--- config.mk ---
export PLATFORM = sky130hd
export DESIGN_NAME = instr_encoder
export DESIGN_NICKNAME = d
export VERILOG_FILES = /design/src/rtl/rv32_isa_pkg.sv /design/src/rtl/imm_pack_enc.sv /design/src/rtl/instr_encoder.sv
export SDC_FILE = /design/constraint.sdc
export NUM_CORES = 1
export LEC_CHECK = 0
export CAP_MARGIN = 20
export CORE_MARGIN = 2
export CORE_UTILIZATION = 48
export CTS_CLUSTER_SIZE = 8
export DETAILED_ROUTE_END_ITERATION = 8
export MAX_ROUTING_LAYER = met4
export PLACE_DENSITY = 0.81
export SYNTH_ARGS = -nofsm -noshare
export SYNTH_HDL_FRONTEND = slang
export SYNTH_SLANG_ARGS = --single-unit
--- constraint.sdc ---
create_clock -name clk -period 2 [get_ports clk]
set_input_delay 0.4 -clock clk [delete_from_list [all_inputs] [get_ports clk]]
set_output_delay 0.4 -clock clk [all_outputs]
set_load 0.01 [all_outputs]
--- src/rtl/rv32_isa_pkg.sv ---
// RV32I encoding constants shared by the encode and decode sides.
package rv32_isa_pkg;

  localparam logic [6:0] OPC_LUI    = 7'b0110111;
  localparam logic [6:0] OPC_AUIPC  = 7'b0010111;
  localparam logic [6:0] OPC_JAL    = 7'b1101111;
  localparam logic [6:0] OPC_JALR   = 7'b1100111;
  localparam logic [6:0] OPC_BRANCH = 7'b1100011;
  localparam logic [6:0] OPC_LOAD   = 7'b0000011;
  localparam logic [6:0] OPC_STORE  = 7'b0100011;
  localparam logic [6:0] OPC_OP_IMM = 7'b0010011;
  localparam logic [6:0] OPC_OP     = 7'b0110011;

  typedef enum logic [2:0] {
    FMT_R     = 3'd0,
    FMT_I     = 3'd1,
    FMT_S     = 3'd2,
    FMT_B     = 3'd3,
    FMT_U     = 3'd4,
    FMT_J     = 3'd5,
    FMT_SHIFT = 3'd6,
    FMT_RSVD  = 3'd7
  } fmt_e;

  localparam logic [31:0] NOP_WORD = 32'h0000_0013;

  // True when imm is representable as a signed value of the given bit width.
  function automatic logic fits_simm(logic [31:0] imm, int unsigned bits);
    logic [31:0] t;
    t = $signed(imm) >>> (bits - 1);
    return (t == '0) || (t == '1);
  endfunction

endpackage

--- src/rtl/imm_pack_enc.sv ---
// Combinational RV32I field packer. Range checking is built in when IMM_RANGE_CHECK_EN is defined.
module imm_pack_enc
  import rv32_isa_pkg::*;
#(
  parameter logic [31:0] NOP_INSTR = NOP_WORD
) (
  input  fmt_e        fmt,
  input  logic [6:0]  opcode,
  input  logic [4:0]  rd,
  input  logic [4:0]  rs1,
  input  logic [4:0]  rs2,
  input  logic [2:0]  funct3,
  input  logic [6:0]  funct7,
  input  logic [31:0] imm,
  output logic [31:0] instr,
  output logic        err
);

  logic [31:0] packed_word;
  logic        range_bad;

  always_comb begin
    packed_word = NOP_INSTR;
    unique case (fmt)
      FMT_R:     packed_word = {funct7, rs2, rs1, funct3, rd, opcode};
      FMT_I:     packed_word = {imm[11:0], rs1, funct3, rd, opcode};
      FMT_S:     packed_word = {imm[11:5], rs2, rs1, funct3, imm[4:0], opcode};
      FMT_B:     packed_word = {imm[12], imm[10:5], rs2, rs1, funct3, imm[4:1], imm[11], opcode};
      FMT_U:     packed_word = {imm[31:12], rd, opcode};
      FMT_J:     packed_word = {imm[20], imm[10:1], imm[11], imm[19:12], rd, opcode};
      FMT_SHIFT: packed_word = {funct7, imm[4:0], rs1, funct3, rd, opcode};
      FMT_RSVD:  packed_word = NOP_INSTR;
    endcase
  end

`ifdef IMM_RANGE_CHECK_EN
  always_comb begin
    range_bad = 1'b0;
    unique case (fmt)
      FMT_R:     range_bad = 1'b0;
      FMT_I:     range_bad = !fits_simm(imm, 12);
      FMT_S:     range_bad = !fits_simm(imm, 12);
      FMT_B:     range_bad = !fits_simm(imm, 13) || imm[0];
      FMT_U:     range_bad = (imm[11:0] != 12'd0);
      FMT_J:     range_bad = !fits_simm(imm, 21) || imm[0];
      FMT_SHIFT: range_bad = (imm[31:5] != 27'd0);
      FMT_RSVD:  range_bad = 1'b1;
    endcase
  end
`else
  assign range_bad = (fmt == FMT_RSVD);
`endif

  assign err   = range_bad;
  assign instr = range_bad ? NOP_INSTR : packed_word;

endmodule

--- src/rtl/instr_encoder.sv ---
// Instruction encoder with a registered 2-entry output buffer and accept/error counters.
// Optional immediate range checking is enabled by defining IMM_RANGE_CHECK_EN.
module instr_encoder
  import rv32_isa_pkg::*;
#(
  parameter int unsigned CNT_W     = 16,
  parameter logic [31:0] NOP_INSTR = NOP_WORD
) (
  input  logic             clk,
  input  logic             rst_n,
  input  logic             in_valid,
  output logic             in_ready,
  input  logic [2:0]       in_fmt,
  input  logic [6:0]       in_opcode,
  input  logic [4:0]       in_rd,
  input  logic [4:0]       in_rs1,
  input  logic [4:0]       in_rs2,
  input  logic [2:0]       in_funct3,
  input  logic [6:0]       in_funct7,
  input  logic [31:0]      in_imm,
  output logic             out_valid,
  input  logic             out_ready,
  output logic [31:0]      out_instr,
  output logic             out_err,
  output logic [CNT_W-1:0] enc_count,
  output logic [CNT_W-1:0] err_count
);

  logic [31:0] enc_instr;
  logic        enc_err;

  imm_pack_enc #(
    .NOP_INSTR(NOP_INSTR)
  ) u_pack (
    .fmt   (fmt_e'(in_fmt)),
    .opcode(in_opcode),
    .rd    (in_rd),
    .rs1   (in_rs1),
    .rs2   (in_rs2),
    .funct3(in_funct3),
    .funct7(in_funct7),
    .imm   (in_imm),
    .instr (enc_instr),
    .err   (enc_err)
  );

  logic [1:0]       occ_q, occ_d;
  logic [31:0]      head_instr_q, head_instr_d, tail_instr_q, tail_instr_d;
  logic             head_err_q, head_err_d, tail_err_q, tail_err_d;
  logic [CNT_W-1:0] enc_cnt_q, enc_cnt_d, err_cnt_q, err_cnt_d;
  logic             push, pop;

  assign in_ready  = rst_n && (occ_q != 2'd2);
  assign out_valid = (occ_q != 2'd0);
  assign push      = in_valid && in_ready;
  assign pop       = out_valid && out_ready;

  always_comb begin
    occ_d        = occ_q;
    head_instr_d = head_instr_q;
    head_err_d   = head_err_q;
    tail_instr_d = tail_instr_q;
    tail_err_d   = tail_err_q;
    unique case (occ_q)
      2'd0: begin
        if (push) begin
          head_instr_d = enc_instr;
          head_err_d   = enc_err;
          occ_d        = 2'd1;
        end
      end
      2'd1: begin
        if (push && pop) begin
          head_instr_d = enc_instr;
          head_err_d   = enc_err;
        end else if (push) begin
          tail_instr_d = enc_instr;
          tail_err_d   = enc_err;
          occ_d        = 2'd2;
        end else if (pop) begin
          occ_d = 2'd0;
        end
      end
      2'd2: begin
        // Full: in_ready is low, so only a pop can happen here.
        if (pop) begin
          head_instr_d = tail_instr_q;
          head_err_d   = tail_err_q;
          occ_d        = 2'd1;
        end
      end
      default: occ_d = 2'd0;
    endcase
  end

  always_comb begin
    enc_cnt_d = enc_cnt_q;
    err_cnt_d = err_cnt_q;
    if (push) begin
      enc_cnt_d = enc_cnt_q + 1'b1;
      if (enc_err && (err_cnt_q != '1)) err_cnt_d = err_cnt_q + 1'b1;
    end
  end

  always_ff @(posedge clk) begin
    if (!rst_n) begin
      occ_q        <= 2'd0;
      head_instr_q <= 32'd0;
      head_err_q   <= 1'b0;
      tail_instr_q <= 32'd0;
      tail_err_q   <= 1'b0;
      enc_cnt_q    <= '0;
      err_cnt_q    <= '0;
    end else begin
      occ_q        <= occ_d;
      head_instr_q <= head_instr_d;
      head_err_q   <= head_err_d;
      tail_instr_q <= tail_instr_d;
      tail_err_q   <= tail_err_d;
      enc_cnt_q    <= enc_cnt_d;
      err_cnt_q    <= err_cnt_d;
    end
  end

  assign out_instr = head_instr_q;
  assign out_err   = head_err_q;
  assign enc_count = enc_cnt_q;
  assign err_count = err_cnt_q;

endmodule

; ---- Yosys cells after proc, flatten, opt, wreduce, memory -nomap -nowiden
; Cells that the tools add are included.
[classes]
mux = 16
bitwise = 1
n_reduce_logical = 13
add_sub_neg = 2
eq_ne = 16
[ops]
columns = op, n
row1 = $pmux 32 s7, 1
row2 = $mux 32, 4
row3 = $pmux 32 s3, 1
row4 = $add 16x1->16 const B, 2
row5 = $ne 16x16->1 const B, 1
row6 = $eq 3x3->1 const B, 4
row7 = $mux 2, 5
row8 = $ne 2x2->1 const B, 5
row9 = $reduce_and 4->1, 2
row10 = $eq 3x2->1 const B, 2
row11 = $pmux 2 s3, 1
row12 = $logic_and 1x1->1, 5
row13 = $eq 3x1->1 const B, 1
row14 = $logic_not 3->1, 1
row15 = $mux 1, 3
row16 = $ne 3x3->1 const B, 1
row17 = $pmux 1 s3, 1
row18 = $reduce_and 3->1, 1
row19 = $reduce_bool 3->1, 1
row20 = $eq 2x1->1 const B, 1
row21 = $eq 2x2->1 const B, 1
row22 = $logic_not 2->1, 1
row23 = $reduce_and 2->1, 1
row24 = $reduce_bool 2->1, 1
row25 = $not 1->1, 1
[word_totals]
reg_bits = 100
out_inout_bits = 67
elab_cells = 55
inputBits = 71

; ---- Depth between registers and ports, before layout
[logic_depth]
word_depth = 6
depth_mapped = 7
mapped_depth_nobuf = 6

; ---- Cells and area by module
; Synthesis repeated with hierarchy kept, for this count alone.
[unflattened]
hier_cells = 633
hier_area_um2 = 5051.1
[by_module_without_submodules]
columns = module, area_per_inst_um2, cells_each, n_inst, seq_area_each_um2
row1 = instr_encoder, 4310.4, 539, 1, 2001.9
row2 = imm_pack_enc, 740.7, 94, 1, 0.0

; ---- Least setup slack after synthesis
; No wires, ideal clock.
[synth_path]
kind = input to register
startpoint = in in_fmt[2]
endpoint = reg err_cnt_q[13], in the netlist err_count[13]
path_stages = 6
setup_time_ns = 0.070
required_ns = 1.930
n_path_buf = 1
setup_slack_ns = 0.170
arrival_ns = 1.760
path_cell_list = clkbuf_1 -> nand3_1 -> nor3_4 -> o311ai_2 -> or4_1 -> a21oi_1
[synth_via]
elab_chain_len = 3
[synth_rtl]
columns = item, line_no
row1 = start: declaration, instr_encoder.sv:13  ; input logic [2:0] in_fmt,
row2 = $eq 3x3->1, imm_pack_enc.sv:51  ; assign range_bad = (fmt == FMT_RSVD);
row3 = $logic_and 1x1->1, instr_encoder.sv:101  ; if (enc_err && (err_cnt_q != '1)) err_cnt_d = err_cnt_q + 1'b1;
row4 = $reduce_and 2->1 (no source line), --
row5 = end signal: assignment, instr_encoder.sv:121  ; err_cnt_q <= err_cnt_d;
row6 = end: declaration, instr_encoder.sv:50  ; logic [CNT_W-1:0] enc_cnt_q, enc_cnt_d, err_cnt_q, err_cnt_d;
; No other way between the ends.
; A chain may end at the register's enable or synchronous reset.

; ---- Worst setup path after layout
[layout_path]
startpoint = in in_fmt[0]
endpoint = reg head_instr_q[31], in the netlist out_instr[31]
[layout_via]
elab_chain_len = 5
elab_cells_between_ends = 13
cone_classes = 7 x eq/ne / 5 x mux / 1 x reduce/logical
[layout_rtl]
columns = item, line_no
row1 = "$eq 3x3->1, or another cell as far along", imm_pack_enc.sv:24  ; unique case (fmt)
row2 = $pmux 32 s7, imm_pack_enc.sv:24
row3 = $mux 32 (*), imm_pack_enc.sv:55  ; assign instr = range_bad ? NOP_INSTR : packed_word;
row4 = $mux 32 (on tied branches), "instr_encoder.sv:73, instr_encoder.sv:66"
row5 = $pmux 32 s3 (*), instr_encoder.sv:64  ; unique case (occ_q)
row6 = end signal: assignment, instr_encoder.sv:116  ; head_instr_q <= head_instr_d;
row7 = end: declaration, instr_encoder.sv:48  ; logic [31:0] head_instr_q, head_instr_d, tail_instr_q, tail_instr_d;
; Every way passes the cells marked *; elsewhere a longest branch is shown, timed or not. The select of a mux whose other input is x is not followed.

==> out/results.txt <==
setup_tns - 0 ps
Clock Sinks - 100
largest net degree at the start of global routing - 62
Worst Path Buf+Inv - 3
top_reg_cell synth - dfxtp_1
Max Fclk - 523.4 MHz
insertion delay to the later sink of the worst-skew pair - 360 ps
Final Critical Period - 1911 ps
DRC - 0
Slew HR - 56.29%
Mapped Cells - 573
clk buf depth - 2
delay-heaviest family, CP - buffers and inverters
Max-Cap Viols - 0
WL met2 - 7187 um
Port-buffer cells - 137
total track usage - 26.23%
RR Startpoint - err_count[0]$_SDFFE_PN0P_
hold-fix buffer count after cts - 0
Pleak - 2.581 nW
initial core utilization - 49.13%
mapped cell area - 4780 um^2
CTS tree - yes
Util after Layout - 71.67%
WHS Endpoint - tail_instr_q[6]$_SDFFE_PN0P_
status - complete, no violations
Filler Cell Count - 756
post-synth top area cell - dfxtp_1
I/O Pins - 138
Final period util - 95.53%
die height - 103.8 um
area of the multi-input gates - 2629 um^2
most common cell after layout, fill and taps aside - clkdlybuf4s50_1
nets@finish - 815
Die W - 103.8 um
reg2reg end - err_count[14]$_SDFFE_PN0P_
worst path required time - 2220 ps
clock transition at the registers of the reported paths - 100 ps
number of vias per cell - 5.750
total grt overflow - 0
CTS Root Cell - clkbuf_8
Die ar. - 10770 um^2
Avg Cell Area, Syn - 8.341 um^2
final hold vios - 0
Reg2Reg Depth - 6
Worst path max stage delay - 570 ps
Synth async-reset ratio - 0%
Row Count - 36
synth unique cells - 53
CP Launch Type - input port
Met1 Routed Length - 5908 um
post-route ant nets - 0
Storage cell area - 2003 um^2
Area Overhead vs Synth - 45.89%
Pre-Repair DR Iteration Count - 5
Worst setup EP type - flop
Placer Congestion - 0.9267
layout cell share with drive strength beyond 1 - 13.79%
Critical-path top delay cell - clkdlybuf4s50_1
DR top layer - met4
initial drt markers - 272
Hold Path Class - reg -> reg
cell mode on critical path - buf_4
area share of the largest cell type after synthesis - 41.88%
CP cell instances - clkdlybuf4s50_1, buf_4, mux2_2, a221oi_1, buf_4, a21o_1, a21oi_1
arrival time worst endpoint - 2130 ps
worst-margin pin slew - 655.7 ps
Placed Instances - 861
Num CTS Buffers - 9
hold depth - 2
#FFs+latches synth - 100
commonest cells after routing, fill and taps aside - clkdlybuf4s50_1 (134), dfxtp_1 (99), nor2_1 (77)
Final WS setup - 89.38 ps
initial antenna violation count - 0
crit path kind - in -> reg
Peak VDD IR - 0.0004553 V
CORE AREA - 9729 um^2
Setup Viol. Count Final - 0
post-route insts no fill - 880
Post-synth EDFFs - 0
clk_skew - 7.439 ps
leading post-synthesis cells by cell area - dfxtp_1 (42%), nor2_1 (6.0%), a21oi_1 (4.8%), nand3_1 (3.5%), clkbuf_1 (3.1%)
routed wire length - 14020 um
hold_sp - tail_instr_q[6]$_SDFFE_PN0P_
wire per inst - 15.93 um
Max Slew Vio Count - 0
CP max FO - 4
net count after synthesis - 646
met3 routed wirelength - 692 um
Seq/Total Area, Yosys - 41.88%
Ys Warns - 0
vias in the first global route - 4850
Cell Pwr Density - 625.5 nW/um^2
Post-DP HPWL - 9948 um
via count - 5060
Place WS - -348.3 ps
first-pass GRT wire length - 23090 um
antenna cells - 0
reg-to-reg setup timing slack - 150 ps
CTS H-tree depth - 3
## worst max path at each step
| stage | start | to | slack (ps) | cells past startpoint |
|---|---|---|---|---|
| CTS | in_fmt[1] | out_instr[31]$_SDFFE_PN0P_ | 30 | 8 |
| global placement | in_fmt[1] | out_instr[26]$_SDFFE_PN0P_ | -280 | 8 |
| global route | in_fmt[0] | err_count[13]$_SDFFE_PN0P_ | -3 | 6 |
| detailed placement | in_fmt[1] | out_instr[20]$_SDFFE_PN0P_ | -350 | 7 |
| finish | in_fmt[0] | out_instr[31]$_SDFFE_PN0P_ | 90 | 7 |
| floorplan | in_fmt[2] | err_count[13]$_SDFFE_PN0P_ | 170 | 6 |
## area by class of cell
| cell class | count | share of cell area [%] |
|---|---|---|
| Multi-Input combinational cell | 422 | 37.70 |
| Tap cell | 133 | 2.387 |
| Clock buffer | 9 | 1.776 |
| Clock inverter | 7 | 1.543 |
| Sequential cell | 100 | 28.73 |
| Inverter | 5 | 0.2692 |
| Timing Repair Buffer | 204 | 27.60 |
## state kept, by name (all words and copies together), names as in the netlist
register,flops
tail_instr_q,32
tail_err_q,1
out_err,1
enc_count,16
occ_q,2
out_instr,32
err_count,16
## cells by family after synthesis
group | after synthesis | synth area share (%)
and+or+nand+nor | 197 | 19.92
adders and majority gates | 2 | 0.5235
muxes | 17 | 3.796
buffers and inverters | 51 | 4.136
DFF | 100 | 41.88
AOI/OAI and AO/OA | 190 | 26.81
xor gates and xnor gates | 16 | 2.932
## Yosys cell counts, types with 6 or more instances
cell      instances
a211o_1          10
a211oi_1         11
a21oi_1          46
a221o_1          12
a221oi_1         13
a22oi_1           7
a32o_1            6
clkbuf_1         39
dfxtp_1         100
mux2_1            6
mux2i_1           8
nand2_1          31
nand3_1          33
nor2_1           77
nor3_1           15
o21ai_0          29
o21ai_1          27
o31ai_1           6
or3_1             6
xor2_1           12
## worst min-delay path: cells and delay by family, from the launching register on
family / cells / cell delay (ps)
compound gates: 1 / 50
flops: 1 / 330
simple gates: 1 / 50
## report_power, final
group | internal, mW | switching, mW
clock network | 0.729 | 0.758
registers | 2.06 | 0.0429
logic | 0.424 | 0.351
total | 3.21 | 1.15
## per-layer routing
metal	up-vias	track usage, %
met5	-	-
met4	0	8.301
met3	23	3.461
met2	168	46.12
met1	2394	31.21
li1	2475	-
## through the flow
step	hold slack [ps]	power [mW]	instance area (um^2)
after global placement	441.6	2.891	6684
after global routing	481.3	4.524	6973
after detailed placement	449.9	2.910	6684
after CTS	464.2	4.370	6915
after floorplan	436.6	2.478	4780
final	466.8	4.361	6973
## what timing repair did
action,in CTS,in global routing
pin swaps,0,2
endpoints found under the setup margin,2,22
setup buffers,0,3
gates resized for setup,2,7
(Power assumes the default switching activity.)
